`src/rtl/maple_responder_if.sv`:
```
`default_nettype none
// +----------------------------------------------------------------------------+
// | maple_responder_if : byte-level links between the PHY pair and responder  |
// | Rev 1.0                                                                    |
// +----------------------------------------------------------------------------+
interface maple_responder_if;
  logic       rx_busy;
  logic       rx_write;
  logic [7:0] rx_data;
  logic       tx_enable;
  logic       tx_busy;
  logic       tx_next;
  logic [7:0] tx_data;
  logic       frame_ok;
  logic       frame_err;
  logic [7:0] last_cmd;

  modport slave (
    input  rx_busy, rx_write, rx_data, tx_busy, tx_next,
    output tx_enable, tx_data, frame_ok, frame_err, last_cmd
  );

  modport master (
    output rx_busy, rx_write, rx_data, tx_busy, tx_next,
    input  tx_enable, tx_data, frame_ok, frame_err, last_cmd
  );
endinterface
`default_nettype wire

```
`src/rtl/maple_responder.sv`:
```
`default_nettype none
// +----------------------------------------------------------------------------+
// | maple_responder : Maple peripheral frame layer (validate request, reply).  |
// | Option macro MAPLE_DEVINFO_EN adds the FUNC_CODE payload to the 05 reply.  |
// | Rev 1.0                                                                    |
// +----------------------------------------------------------------------------+
module maple_responder #(
  parameter logic [7:0]  DEV_ADDR   = 8'h20,
  parameter int unsigned TURNAROUND = 16,
  parameter logic [31:0] FUNC_CODE  = 32'h0000_0001
) (
  input  logic             clk,
  input  logic             reset,
  maple_responder_if.slave bus
);
  localparam logic [2:0]  S_IDLE  = 3'd0;
  localparam logic [2:0]  S_RECV  = 3'd1;
  localparam logic [2:0]  S_CHECK = 3'd2;
  localparam logic [2:0]  S_TURN  = 3'd3;
  localparam logic [2:0]  S_SEND  = 3'd4;
  localparam logic [2:0]  S_DONE  = 3'd5;
  localparam logic [10:0] C_CNT_MAX = 11'h7FF;

  logic [2:0]  state_q, state_d;
  logic        rx_busy_q;
  logic [10:0] byte_cnt_q, byte_cnt_d;
  logic [7:0]  xor_q, xor_d;
  logic [7:0]  cmd_q, cmd_d, dest_q, dest_d, src_q, src_d, len_q, len_d;
  logic [15:0] turn_q, turn_d;
  logic [7:0]  rep_cmd_q, rep_cmd_d, rep_dst_q, rep_dst_d, rep_len_q, rep_len_d;
  logic [3:0]  last_idx_q, last_idx_d, idx_q, idx_d;
  logic [7:0]  txx_q, txx_d;
  logic        tx_enable_q, tx_enable_d;
  logic [7:0]  tx_data_q, tx_data_d;
  logic        ok_q, ok_d, err_q, err_d;
  logic [7:0]  last_cmd_q, last_cmd_d;

  logic        w_valid, w_long;
  logic [7:0]  w_rep_cmd, w_next_byte;
  logic [3:0]  w_nidx;

  assign w_valid = (byte_cnt_q == (11'd5 + {1'b0, len_q, 2'b00})) && (xor_q == 8'h00);
  assign w_rep_cmd = !w_valid           ? 8'hFC :
                     (cmd_q == 8'h01)   ? 8'h05 :
                     (cmd_q == 8'h03)   ? 8'h07 : 8'hFE;
`ifdef MAPLE_DEVINFO_EN
  assign w_long = w_valid && (cmd_q == 8'h01);
`else
  assign w_long = 1'b0;
  logic [31:0] unused_func_code;
  assign unused_func_code = FUNC_CODE;
`endif

  // Byte that follows the one currently on tx_data; the last slot carries the running XOR.
  assign w_nidx = idx_q + 4'd1;
  always_comb begin
    w_next_byte = 8'h00;
    if (w_nidx == last_idx_q) begin
      w_next_byte = txx_q ^ tx_data_q;
    end else begin
      case (w_nidx)
        4'd1:    w_next_byte = rep_dst_q;
        4'd2:    w_next_byte = DEV_ADDR;
        4'd3:    w_next_byte = rep_len_q;
`ifdef MAPLE_DEVINFO_EN
        4'd4:    w_next_byte = FUNC_CODE[31:24];
        4'd5:    w_next_byte = FUNC_CODE[23:16];
        4'd6:    w_next_byte = FUNC_CODE[15:8];
        4'd7:    w_next_byte = FUNC_CODE[7:0];
`endif
        default: w_next_byte = 8'h00;
      endcase
    end
  end

  always_comb begin
    state_d = state_q;  byte_cnt_d = byte_cnt_q;  xor_d = xor_q;
    cmd_d = cmd_q;  dest_d = dest_q;  src_d = src_q;  len_d = len_q;
    turn_d = turn_q;  rep_cmd_d = rep_cmd_q;  rep_dst_d = rep_dst_q;  rep_len_d = rep_len_q;
    last_idx_d = last_idx_q;  idx_d = idx_q;  txx_d = txx_q;
    tx_enable_d = tx_enable_q;  tx_data_d = tx_data_q;
    ok_d = 1'b0;  err_d = 1'b0;  last_cmd_d = last_cmd_q;
    case (state_q)
      S_IDLE: begin
        if (bus.rx_busy && !rx_busy_q) begin
          state_d = S_RECV;  byte_cnt_d = 11'd0;  xor_d = 8'h00;
          cmd_d = 8'h00;  dest_d = 8'h00;  src_d = 8'h00;  len_d = 8'h00;
        end
      end
      S_RECV: begin
        if (bus.rx_write) begin
          case (byte_cnt_q)
            11'd0:   cmd_d  = bus.rx_data;
            11'd1:   dest_d = bus.rx_data;
            11'd2:   src_d  = bus.rx_data;
            11'd3:   len_d  = bus.rx_data;
            default: ;
          endcase
          xor_d = xor_q ^ bus.rx_data;
          if (byte_cnt_q != C_CNT_MAX) byte_cnt_d = byte_cnt_q + 11'd1;
        end
        if (!bus.rx_busy) state_d = S_CHECK;
      end
      S_CHECK: begin
        if (dest_q != DEV_ADDR) begin
          state_d = S_IDLE;
        end else begin
          ok_d = w_valid;  err_d = !w_valid;  last_cmd_d = cmd_q;
          rep_cmd_d = w_rep_cmd;  rep_dst_d = src_q;  rep_len_d = {7'd0, w_long};
          last_idx_d = w_long ? 4'd8 : 4'd4;
          turn_d = 16'd1;
          // CHECK itself is the first turnaround cycle, so TURNAROUND of 1 skips TURN.
          if (TURNAROUND < 2) begin
            state_d = S_SEND;  tx_enable_d = 1'b1;  tx_data_d = w_rep_cmd;
            idx_d = 4'd0;  txx_d = 8'h00;
          end else begin
            state_d = S_TURN;
          end
        end
      end
      S_TURN: begin
        if (turn_q >= 16'(TURNAROUND - 1)) begin
          state_d = S_SEND;  tx_enable_d = 1'b1;  tx_data_d = rep_cmd_q;
          idx_d = 4'd0;  txx_d = 8'h00;
        end else begin
          turn_d = turn_q + 16'd1;
        end
      end
      S_SEND: begin
        if (bus.tx_next) begin
          txx_d = txx_q ^ tx_data_q;
          if (idx_q == last_idx_q) begin
            state_d = S_DONE;  tx_enable_d = 1'b0;
          end else begin
            idx_d = w_nidx;  tx_data_d = w_next_byte;
          end
        end
      end
      S_DONE: begin
        if (!bus.tx_busy) state_d = S_IDLE;
      end
      default: state_d = S_IDLE;
    endcase
  end

  always_ff @(posedge clk) begin
    if (reset) begin
      state_q <= S_IDLE;  rx_busy_q <= 1'b0;  byte_cnt_q <= 11'd0;  xor_q <= 8'h00;
      cmd_q <= 8'h00;  dest_q <= 8'h00;  src_q <= 8'h00;  len_q <= 8'h00;
      turn_q <= 16'd0;  rep_cmd_q <= 8'h00;  rep_dst_q <= 8'h00;  rep_len_q <= 8'h00;
      last_idx_q <= 4'd0;  idx_q <= 4'd0;  txx_q <= 8'h00;
      tx_enable_q <= 1'b0;  tx_data_q <= 8'h00;  ok_q <= 1'b0;  err_q <= 1'b0;
      last_cmd_q <= 8'h00;
    end else begin
      state_q <= state_d;  rx_busy_q <= bus.rx_busy;  byte_cnt_q <= byte_cnt_d;  xor_q <= xor_d;
      cmd_q <= cmd_d;  dest_q <= dest_d;  src_q <= src_d;  len_q <= len_d;
      turn_q <= turn_d;  rep_cmd_q <= rep_cmd_d;  rep_dst_q <= rep_dst_d;  rep_len_q <= rep_len_d;
      last_idx_q <= last_idx_d;  idx_q <= idx_d;  txx_q <= txx_d;
      tx_enable_q <= tx_enable_d;  tx_data_q <= tx_data_d;  ok_q <= ok_d;  err_q <= err_d;
      last_cmd_q <= last_cmd_d;
    end
  end

  assign bus.tx_enable = tx_enable_q;
  assign bus.tx_data   = tx_data_q;
  assign bus.frame_ok  = ok_q;
  assign bus.frame_err = err_q;
  assign bus.last_cmd  = last_cmd_q;
endmodule
`default_nettype wire

```
`src/flat_wrapper.sv`:
```
// flat-port wrapper written by rule: the top's interface ports become plain ports
module maple_responder_flat 
#(
  parameter logic [7:0]  DEV_ADDR   = 8'h20,
  parameter int unsigned TURNAROUND = 16,
  parameter logic [31:0] FUNC_CODE  = 32'h0000_0001
)
  (clk, reset, bus_rx_busy, bus_rx_write, bus_rx_data, bus_tx_busy, bus_tx_next, bus_tx_enable, bus_tx_data, bus_frame_ok, bus_frame_err, bus_last_cmd);
  maple_responder_if bus_i ();
  input  logic clk;
  input  logic reset;
  input wire logic [$bits(bus_i.rx_busy)-1:0] bus_rx_busy;
  input wire logic [$bits(bus_i.rx_write)-1:0] bus_rx_write;
  input wire logic [$bits(bus_i.rx_data)-1:0] bus_rx_data;
  input wire logic [$bits(bus_i.tx_busy)-1:0] bus_tx_busy;
  input wire logic [$bits(bus_i.tx_next)-1:0] bus_tx_next;
  output wire logic [$bits(bus_i.tx_enable)-1:0] bus_tx_enable;
  output wire logic [$bits(bus_i.tx_data)-1:0] bus_tx_data;
  output wire logic [$bits(bus_i.frame_ok)-1:0] bus_frame_ok;
  output wire logic [$bits(bus_i.frame_err)-1:0] bus_frame_err;
  output wire logic [$bits(bus_i.last_cmd)-1:0] bus_last_cmd;
  assign bus_i.rx_busy = bus_rx_busy;
  assign bus_i.rx_write = bus_rx_write;
  assign bus_i.rx_data = bus_rx_data;
  assign bus_i.tx_busy = bus_tx_busy;
  assign bus_i.tx_next = bus_tx_next;
  assign bus_tx_enable = bus_i.tx_enable;
  assign bus_tx_data = bus_i.tx_data;
  assign bus_frame_ok = bus_i.frame_ok;
  assign bus_frame_err = bus_i.frame_err;
  assign bus_last_cmd = bus_i.last_cmd;
  maple_responder #(.DEV_ADDR(DEV_ADDR), .TURNAROUND(TURNAROUND), .FUNC_CODE(FUNC_CODE)) u_core (.clk(clk), .reset(reset), .bus(bus_i));
endmodule
```
`config.mk`:
```
export PLATFORM = sky130hd
export DESIGN_NAME = maple_responder_flat
export DESIGN_NICKNAME = d
export VERILOG_FILES = /design/src/rtl/maple_responder_if.sv /design/src/rtl/maple_responder.sv /design/src/flat_wrapper.sv
export SDC_FILE = /design/constraint.sdc
export NUM_CORES = 1
export LEC_CHECK = 0
export CAP_MARGIN = 20
export CORE_UTILIZATION = 56
export DETAILED_ROUTE_END_ITERATION = 7
export GPL_TIMING_DRIVEN = 0
export HOLD_SLACK_MARGIN = 0.06
export PLACE_DENSITY_LB_ADDON = 0.12
export SYNTH_ARGS = -nofsm -noshare
export SYNTH_HDL_FRONTEND = slang
export SYNTH_SLANG_ARGS = --single-unit
```
`constraint.sdc`:
```
create_clock -name clk -period 2.5 [get_ports clk]
set_input_delay 0.375 -clock clk [delete_from_list [all_inputs] [get_ports clk]]
set_output_delay 0.375 -clock clk [all_outputs]
set_load 0.01 [all_outputs]
```
### Word level (Yosys, flattened, before mapping)

Index checks and enable logic that the tools add are counted.
Widths: inputs -> output; s select.

| word-level totals | value |
|---|---|
| register bits | 119 |
| input port bits | 14 |
| output and inout bits | 19 |
| logic and storage cells | 133 |

| cells by class | value |
|---|---|
| add/subtract/negate cells | 4 |
| magnitude comparators | 1 |
| eq/ne operators | 32 |
| muxes and demuxes | 50 |
| bitwise logic cells | 4 |
| reduce and logical (&&, ||, !) cells | 23 |

Operator list:

| kind | count |
|---|---|
| $mux 8 | 19 |
| $pmux 8 s2 | 8 |
| $mux 11 | 3 |
| $mux 16 | 2 |
| $pmux 16 s2 | 1 |
| $reduce_and 4->1 | 7 |
| $eq 11x2->1 const B | 2 |
| $ne 2x2->1 const B | 11 |
| $pmux 11 s2 | 1 |
| $mux 3 | 6 |
| $pmux 3 s6 | 1 |
| $add 16x1->16 const B | 1 |
| $ge 16x4->1 const B | 1 |
| $xor 8x8->8 | 2 |
| $mux 4 | 3 |
| $add 11x1->11 const B | 1 |
| $add 3x10->11 const A | 1 |
| $eq 11x1->1 const B | 1 |
| $eq 11x11->1 | 1 |
| $logic_not 11->1 | 1 |
| $ne 11x11->1 const B | 1 |
| $reduce_and 3->1 | 3 |
| $eq 4x3->1 | 2 |
| $eq 8x1->1 const B | 1 |
| 22 further kinds | 34 |

### Longest topological paths before layout

Gate-level depths: netlist of the first run.

| logic depth | value |
|---|---|
| depth after elaboration | 7 |
| gate-level depth with buffers | 8 |
| mapped depth without buffers | 7 |

### Least setup slack after synthesis of the first run

No wires, ideal clock.

| timing | value |
|---|---|
| path kind | flip-flop to flip-flop |
| start | reg u_core.len_q[0] |
| end | reg u_core.rep_cmd_q[0] |
| setup time | 0.058 ns |
| data arrival time | 2.066 ns |
| required time | 2.442 ns |
| setup slack | 0.375 ns |
| cell stages (with the launch flop) | 7 |
| path buffers | 0 |
| period minus slack after synthesis | 2.125 ns |
| cells stage by stage | dfxtp_1 -> ha_1 -> or3b_1 -> a211o_1 -> a311o_1 -> a2111oi_2 -> o21a_1 |

| between the ends | value |
|---|---|
| cells in the longest elaborated chain, start to end | 4 |

RTL lines:

| item | line | text |
|---|---|---|
| start: declaration | maple_responder.sv:28 | `logic [7:0] cmd_q, cmd_d, dest_q, dest_d, src_q, src_d, len_q, len_d;` |
| start signal: assignment | maple_responder.sv:156 | `cmd_q <= cmd_d; dest_q <= dest_d; src_q <= src_d; len_q <= len_d;` |
| $add 3x10->11 | maple_responder.sv:42 | `assign w_valid = (byte_cnt_q == (11'd5 + {1'b0, len_q, 2'b00})) && (xor_q == 8'h00);` |
| $eq 11x11->1 | maple_responder.sv:42 |  |
| $logic_and 1x1->1 | maple_responder.sv:42 |  |
| $mux 8 | maple_responder.sv:43 | `assign w_rep_cmd = !w_valid ? 8'hFC :` |
| end signal: assignment | maple_responder.sv:157 | `turn_q <= turn_d; rep_cmd_q <= rep_cmd_d; rep_dst_q <= rep_dst_d; rep_len_q <= rep_len_d;` |
| end: declaration | maple_responder.sv:30 | `logic [7:0] rep_cmd_q, rep_cmd_d, rep_dst_q, rep_dst_d, rep_len_q, rep_len_d;` |

Every way passes these cells.
A chain may end at the register's enable or synchronous reset.

### Final worst setup path of the first run

Ends and elaborated chain as after synthesis.

==> results of run 1 <==
==> Yosys cell counts (5+ instances only) <==
cell / instances
dfxtp_1: 114
nor2_1: 72
nand2_1: 68
a21oi_1: 52
mux2i_1: 33
clkbuf_1: 30
xor2_1: 26
and3_1: 19
nand3_1: 15
and2_1: 14
nand4_1: 13
o21ai_1: 13
inv_1: 12
ha_1: 10
nor3_1: 9
nor4_1: 9
a311oi_1: 7
and4_1: 7
nand3b_1: 7
nor2b_1: 7
o21ai_0: 7
a211oi_1: 5
o21a_1: 5
or4_1: 5
==> area by class of cell <==
cell class | count | area [um^2]
Multi-Input combinational cell | 464 | 2960
Fill cell | 749 | 2770
Sequential cell | 114 | 2280
Clock buffer | 17 | 414
Timing Repair Buffer | 32 | 320
Clock inverter | 15 | 194
Tap cell | 129 | 161
Buffer | 34 | 135
Inverter | 12 | 45.0
==> stage by stage <==
step	TNS [ps]	total power, mW	cells
detailed placement	-5110	3.43	785
floorplan	0	3.06	624
global placement	-3300	3.39	785
global route	0	6.18	817
CTS	0	5.93	817
finish	0	5.94	817
==> flip-flops by register name (all words and copies together), names as in the netlist <==
| register | count |
|---|---|
| u_core.rep_dst_q | 8 |
| u_core.idx_q | 4 |
| u_core.xor_q | 8 |
| u_core.txx_q | 8 |
| u_core.bus.last_cmd | 8 |
| u_core.byte_cnt_q | 11 |
| u_core.cmd_q | 8 |
| u_core.bus.tx_data | 8 |
| u_core.rep_cmd_q | 4 |
| u_core.bus.frame_err | 1 |
| u_core.src_q | 8 |
| u_core.state_q | 3 |
| u_core.bus.frame_ok | 1 |
| u_core.rx_busy_q | 1 |
| u_core.dest_q | 8 |
| u_core.turn_q | 16 |
| u_core.len_q | 8 |
| u_core.bus.tx_enable | 1 |
==> power by group <==
part           switching (mW)  internal [mW]  leakage [nW]
combinational           0.802          0.524          1.25
sequential              0.155           1.97         0.921
clock                   0.949           1.55         0.300
total                    1.91           4.04          2.47
==> final timing paths <==
| path | from | end | slack, ps | cells after the start |
|---|---|---|---|---|
| setup reg to reg | u_core.len_q[0]$_SDFFE_PP0P_ | u_core.rep_cmd_q[0]$_SDFFE_PP0P_ | 110 | 6 |
| hold / removal | u_core.bus.last_cmd[3]$_SDFFE_PP0P_ | u_core.bus.last_cmd[3]$_SDFFE_PP0P_ | 450 | 2 |
| setup / recovery | u_core.len_q[0]$_SDFFE_PP0P_ | u_core.rep_cmd_q[0]$_SDFFE_PP0P_ | 110 | 6 |
| hold reg to reg | u_core.bus.last_cmd[3]$_SDFFE_PP0P_ | u_core.bus.last_cmd[3]$_SDFFE_PP0P_ | 450 | 2 |
==> logic make-up after synthesis <==
| logic type | share of synthesized area [%] |
|---|---|
| AOI/OAI and AO/OA | 15.0 |
| xor gates and xnor gates | 4.70 |
| adders and majority gates | 2.32 |
| buffers and inverters | 3.29 |
| DFF | 42.3 |
| muxes | 6.12 |
| and+or+nand+nor | 26.3 |
==> worst min-delay path: cells and delay by family, from the launching register on <==
family | cells | cell delay (ps)
DFF | 1 | 310
AOI/OAI and AO/OA | 1 | 50
and+or+nand+nor | 1 | 50
==> layer usage <==
| layer | GRT usage [%] | vias up |
|---|---|---|
| li1 | - | 2333 |
| met1 | 39.3 | 2283 |
| met2 | 46.6 | 144 |
| met3 | 5.85 | 33 |
| met4 | 11.7 | 0 |
| met5 | 0 | - |
==> impl_metrics.json, run 1 <==
{
  "crit_arrival_ps": 2850,
  "ys_types": 60,
  "wirelength_met1_um": 6370,
  "crit_chain": "ha_1 > or3b_1 > a211o_1 > a311o_1 > a2111oi_2 > o21a_1",
  "p_per_area_mw_per_mm2": 913,
  "cts.sinks": 114,
  "core_region_area_mm2": 0.00928,
  "critPathMaxStageDelay_ps": 490,
  "drtIter0Drc": 241,
  "synth_warnings": 0,
  "grt_max_degree": 17,
  "ys_seq_elements": 114,
  "syn_area_mm2": 0.00540,
  "final_max_slew_viol_count": 0,
  "power_leakage_nw": 2.47,
  "dr.max_layer_used": "met4",
  "ctsHoldBuffers": 0,
  "antenna_found_initial": 0,
  "wl_um": 13800,
  "finalCriticalPeriod_ps": 2390,
  "gr-total-overflow": 0,
  "hold_class": "register to register",
  "final-setup-viol-count": 0,
  "io-pin-count": 33,
  "first_pass_iters": 5,
  "path_buf_inv": 0,
  "dieArea_mm2": 0.0100,
  "worst_slew_pin_slew_ps": 733,
  "hold_viol_final": 0,
  "yosysSeqAreaShare_pct": 42.3,
  "wl_per_cell_um": 16.9,
  "placed_cell_area_mm2": 0.00588,
  "row_count": 35,
  "yosysTopAreaCell": "dfxtp_1",
  "crit_slowest_cell": "dfxtp_1",
  "rsz0062_at_grt": "no",
  "route.met3.wl_um": 725,
  "status": "complete, no violations",
  "antenna_cells": 0,
  "vias_per_cell": 5.87,
  "area_delta_synth_final_pct": 20.6,
  "final_util_pct": 70.1,
  "final_common_cell": "dfxtp_1",
  "cts_buffer_depth": 2,
  "final_cell_mix": "114 x dfxtp_1, 72 x nor2_1, 68 x nand2_1",
  "endpoint_kind": "register",
  "cap_violations": 0,
  "cts_buffers": 17,
  "post_cts_resized": 1,
  "design_area_mm2": 0.00651,
  "globalplace.congestion": 0.940,
  "initial_core_util_pct": 58.2,
  "ir_drop_mv": 0.518,
  "synth_top_area_share_pct": 42.3,
  "cts_tree": "done",
  "nets": 699,
  "path_clk_slew_ps": 60,
  "max_freq_ghz": 0.419,
  "dp_slack_ps": -250,
  "hold_ws_ps": 452,
  "grt_first_pass_wirelength_um": 22700,
  "yosys-top-cells-area": "dfxtp_1 42%, mux2i_1 6.1%, nor2_1 5.0%",
  "syn_nets": 648,
  "hpwlAfterDp_um": 9760,
  "critPathLaunchType": "register",
  "drive_above_1_share_pct": 7.99,
  "root_buffer": "clkbuf_8",
  "finalCritPeriodShare_pct": 95.6,
  "worstSkewPairLatency_ps": 520,
  "synth-edff-count": 0,
  "cp.required_ps": 2960,
  "post_synth.cell_area_avg_um2": 8.65,
  "criticalPathCategory": "register to register",
  "die-width_um": 100,
  "path_delay_family": "compound AO/OA/AOI/OAI gates",
  "vias": 4793,
  "antenna_left": 0,
  "post-cts-setup-buffers": 0,
  "drcViolationCount": 0,
  "grt_pass1_vias": 4607,
  "synth_ff_type": "dfxtp_1",
  "portBuffers": 32,
  "track_usage_pct": 29.4,
  "timing.slew.headroom_pct": 50.9,
  "dr_wl_met2_um": 6430,
  "syn-instance-count": 624,
  "cts_max_level": 4,
  "async_flop_share_pct": 0,
  "die_h_um": 100,
  "skew_ps": 10.3,
  "cp_max_fo": 8,
  "worst_slack_ps": 111
}
Power figures use the tool's default switching activity.
==> run 2: changes to the inputs <==
--- a/config.mk
+++ b/config.mk
@@ -8,9 +8,11 @@
 export CAP_MARGIN = 20
 export CORE_UTILIZATION = 56
 export DETAILED_ROUTE_END_ITERATION = 7
+export GPL_ROUTABILITY_DRIVEN = 0
 export GPL_TIMING_DRIVEN = 0
 export HOLD_SLACK_MARGIN = 0.06
 export PLACE_DENSITY_LB_ADDON = 0.12
+export SETUP_SLACK_MARGIN = 0.3
 export SYNTH_ARGS = -nofsm -noshare
 export SYNTH_HDL_FRONTEND = slang
 export SYNTH_SLANG_ARGS = --single-unit
==> impl_metrics.json, run 2 (synthesis results as in run 1) <==
{
  "final_cell_mix": "111 x dfxtp_1, 71 x nor2_1, 67 x nand2_1",
  "busiest_layer": "met2",
  "hpwlAfterDp_um": 9760,
  "hold_viol_final": 0,
  "cts_tree": "done",
  "cts_max_level": 4,
  "grt_pass1_vias": 4742,
  "met1_usage_pct": 40.6,
  "cap_violations": 0,
  "cts_buffers": 17,
  "row_count": 35,
  "portBuffers": 32,
  "ctsHoldBuffers": 0,
  "antenna_left": 0,
  "skew_ps": 12.1,
  "nets": 716,
  "max_freq_ghz": 0.434,
  "final_max_slew_viol_count": 0,
  "track_usage_pct": 30.5,
  "wl_per_cell_um": 17.9,
  "p_per_area_mw_per_mm2": 912,
  "timing.slew.headroom_pct": 53.8,
  "area_delta_synth_final_pct": 26.6,
  "endpoint_kind": "register",
  "rsz0062_at_grt": "yes",
  "hold_ws_ps": 452,
  "wl_um": 15000,
  "worstSkewPairLatency_ps": 530,
  "root_buffer": "clkbuf_8",
  "worst_slew_pin_slew_ps": 675,
  "cp.required_ps": 2920,
  "holdPathStages": 2,
  "path_clk_slew_ps": 60,
  "die-width_um": 100,
  "final-setup-viol-count": 0,
  "io-pin-count": 33,
  "final_util_pct": 73.6,
  "ir_drop_mv": 0.521,
  "drtIter0Drc": 310,
  "cts.sinks": 114,
  "finalCriticalPeriod_ps": 2310,
  "largest_reg_flops": 16,
  "gr-total-overflow": 0,
  "met3_usage_pct": 6.62,
  "dieArea_mm2": 0.0100,
  "status": "complete, no violations",
  "grt_first_pass_wirelength_um": 23500,
  "drive_above_1_share_pct": 13.5,
  "hold_class": "register to register",
  "drcViolationCount": 0,
  "antenna_cells": 0,
  "grt_util_met2_pct": 47.9,
  "first_pass_iters": 5,
  "vias": 4988,
  "top_regs": "u_core.turn_q x16, u_core.byte_cnt_q x11",
  "r2r_cells": 6,
  "p_total_mw": 6.24,
  "final_common_cell": "dfxtp_1",
  "cp_max_fo": 6,
  "critPathLaunchType": "register",
  "antenna_found_initial": 0,
  "cts_buffer_depth": 2,
  "power_leakage_nw": 2.61,
  "grt_max_degree": 17,
  "initial_core_util_pct": 58.2,
  "core_region_area_mm2": 0.00928,
  "vias_per_cell": 5.98,
  "finalCritPeriodShare_pct": 92.2,
  "crit_arrival_ps": 2720,
  "regMostFlops": "u_core.turn_q",
  "criticalPathCategory": "register to register",
  "die_h_um": 100
}
run 2: cell types whose count changed in the layout (fill, tap and decap cells not counted), sizes merged:
cell  change
buf      +17
run 2: where the power goes:
group          internal [mW]  total [mW]  switching (mW)
registers               1.97        2.13           0.168
clock network           1.55        2.51           0.959
logic                  0.712        1.60           0.885
total                   4.23        6.24            2.01
run 2: cell type report:
type	count	area, um^2
multi-input cells	464	3100
flip-flops and latches	114	2290
inverters	12	45.0
clock inverters	15	194
fillers	683	2450
plain buffers	34	151
clock buffers	17	414
well taps	129	161
repair buffers	49	485
run 2: worst max-delay path, cell delays in order (launching register included):
cell	delay [ps]
dfxtp_2	310
buf_6	130
xnor2_4	130
or4_4	420
or4_4	570
or3b_4	430
o21a_1	200
run 2: through the flow:
step | setup slack [ps] | std cells | instance area, um^2 | setup TNS, ps
floorplan | 375 | 624 | 5400 | 0
global placement | -183 | 785 | 5880 | -3300
detailed placement | -250 | 785 | 5880 | -5110
CTS | 246 | 826 | 6650 | 0
global route | 181 | 834 | 6840 | 0
finish | 194 | 834 | 6840 | 0
run 2: path summary, 6_finish.rpt:
path / slack (ps) / start / end
worst max-delay path: 190 / u_core.byte_cnt_q[2]$_SDFFE_PP0P_ / u_core.bus.frame_err$_SDFF_PP0_
worst min-delay path: 450 / u_core.bus.last_cmd[3]$_SDFFE_PP0P_ / u_core.bus.last_cmd[3]$_SDFFE_PP0P_
worst max register to register: 190 / u_core.byte_cnt_q[2]$_SDFFE_PP0P_ / u_core.bus.frame_err$_SDFF_PP0_
worst min register to register: 450 / u_core.bus.last_cmd[3]$_SDFFE_PP0P_ / u_core.bus.last_cmd[3]$_SDFFE_PP0P_
run 2: layer usage:
layer | vias to the layer above | part of all wire (%)
met5 | - | 0
met4 | 0 | 2.7
met3 | 45 | 6.7
met2 | 208 | 47
met1 | 2369 | 43
li1 | 2366 | -
run 2: timing repair:
| action | CTS | global route |
|---|---|---|
| setup endpoints to repair | 61 | 84 |
| cloned | 0 | 0 |
| pin swaps | 2 | 6 |
| setup buffers | 9 | 8 |
| endpoints found under the hold margin | 0 | 0 |
| gates resized for setup | 15 | 34 |
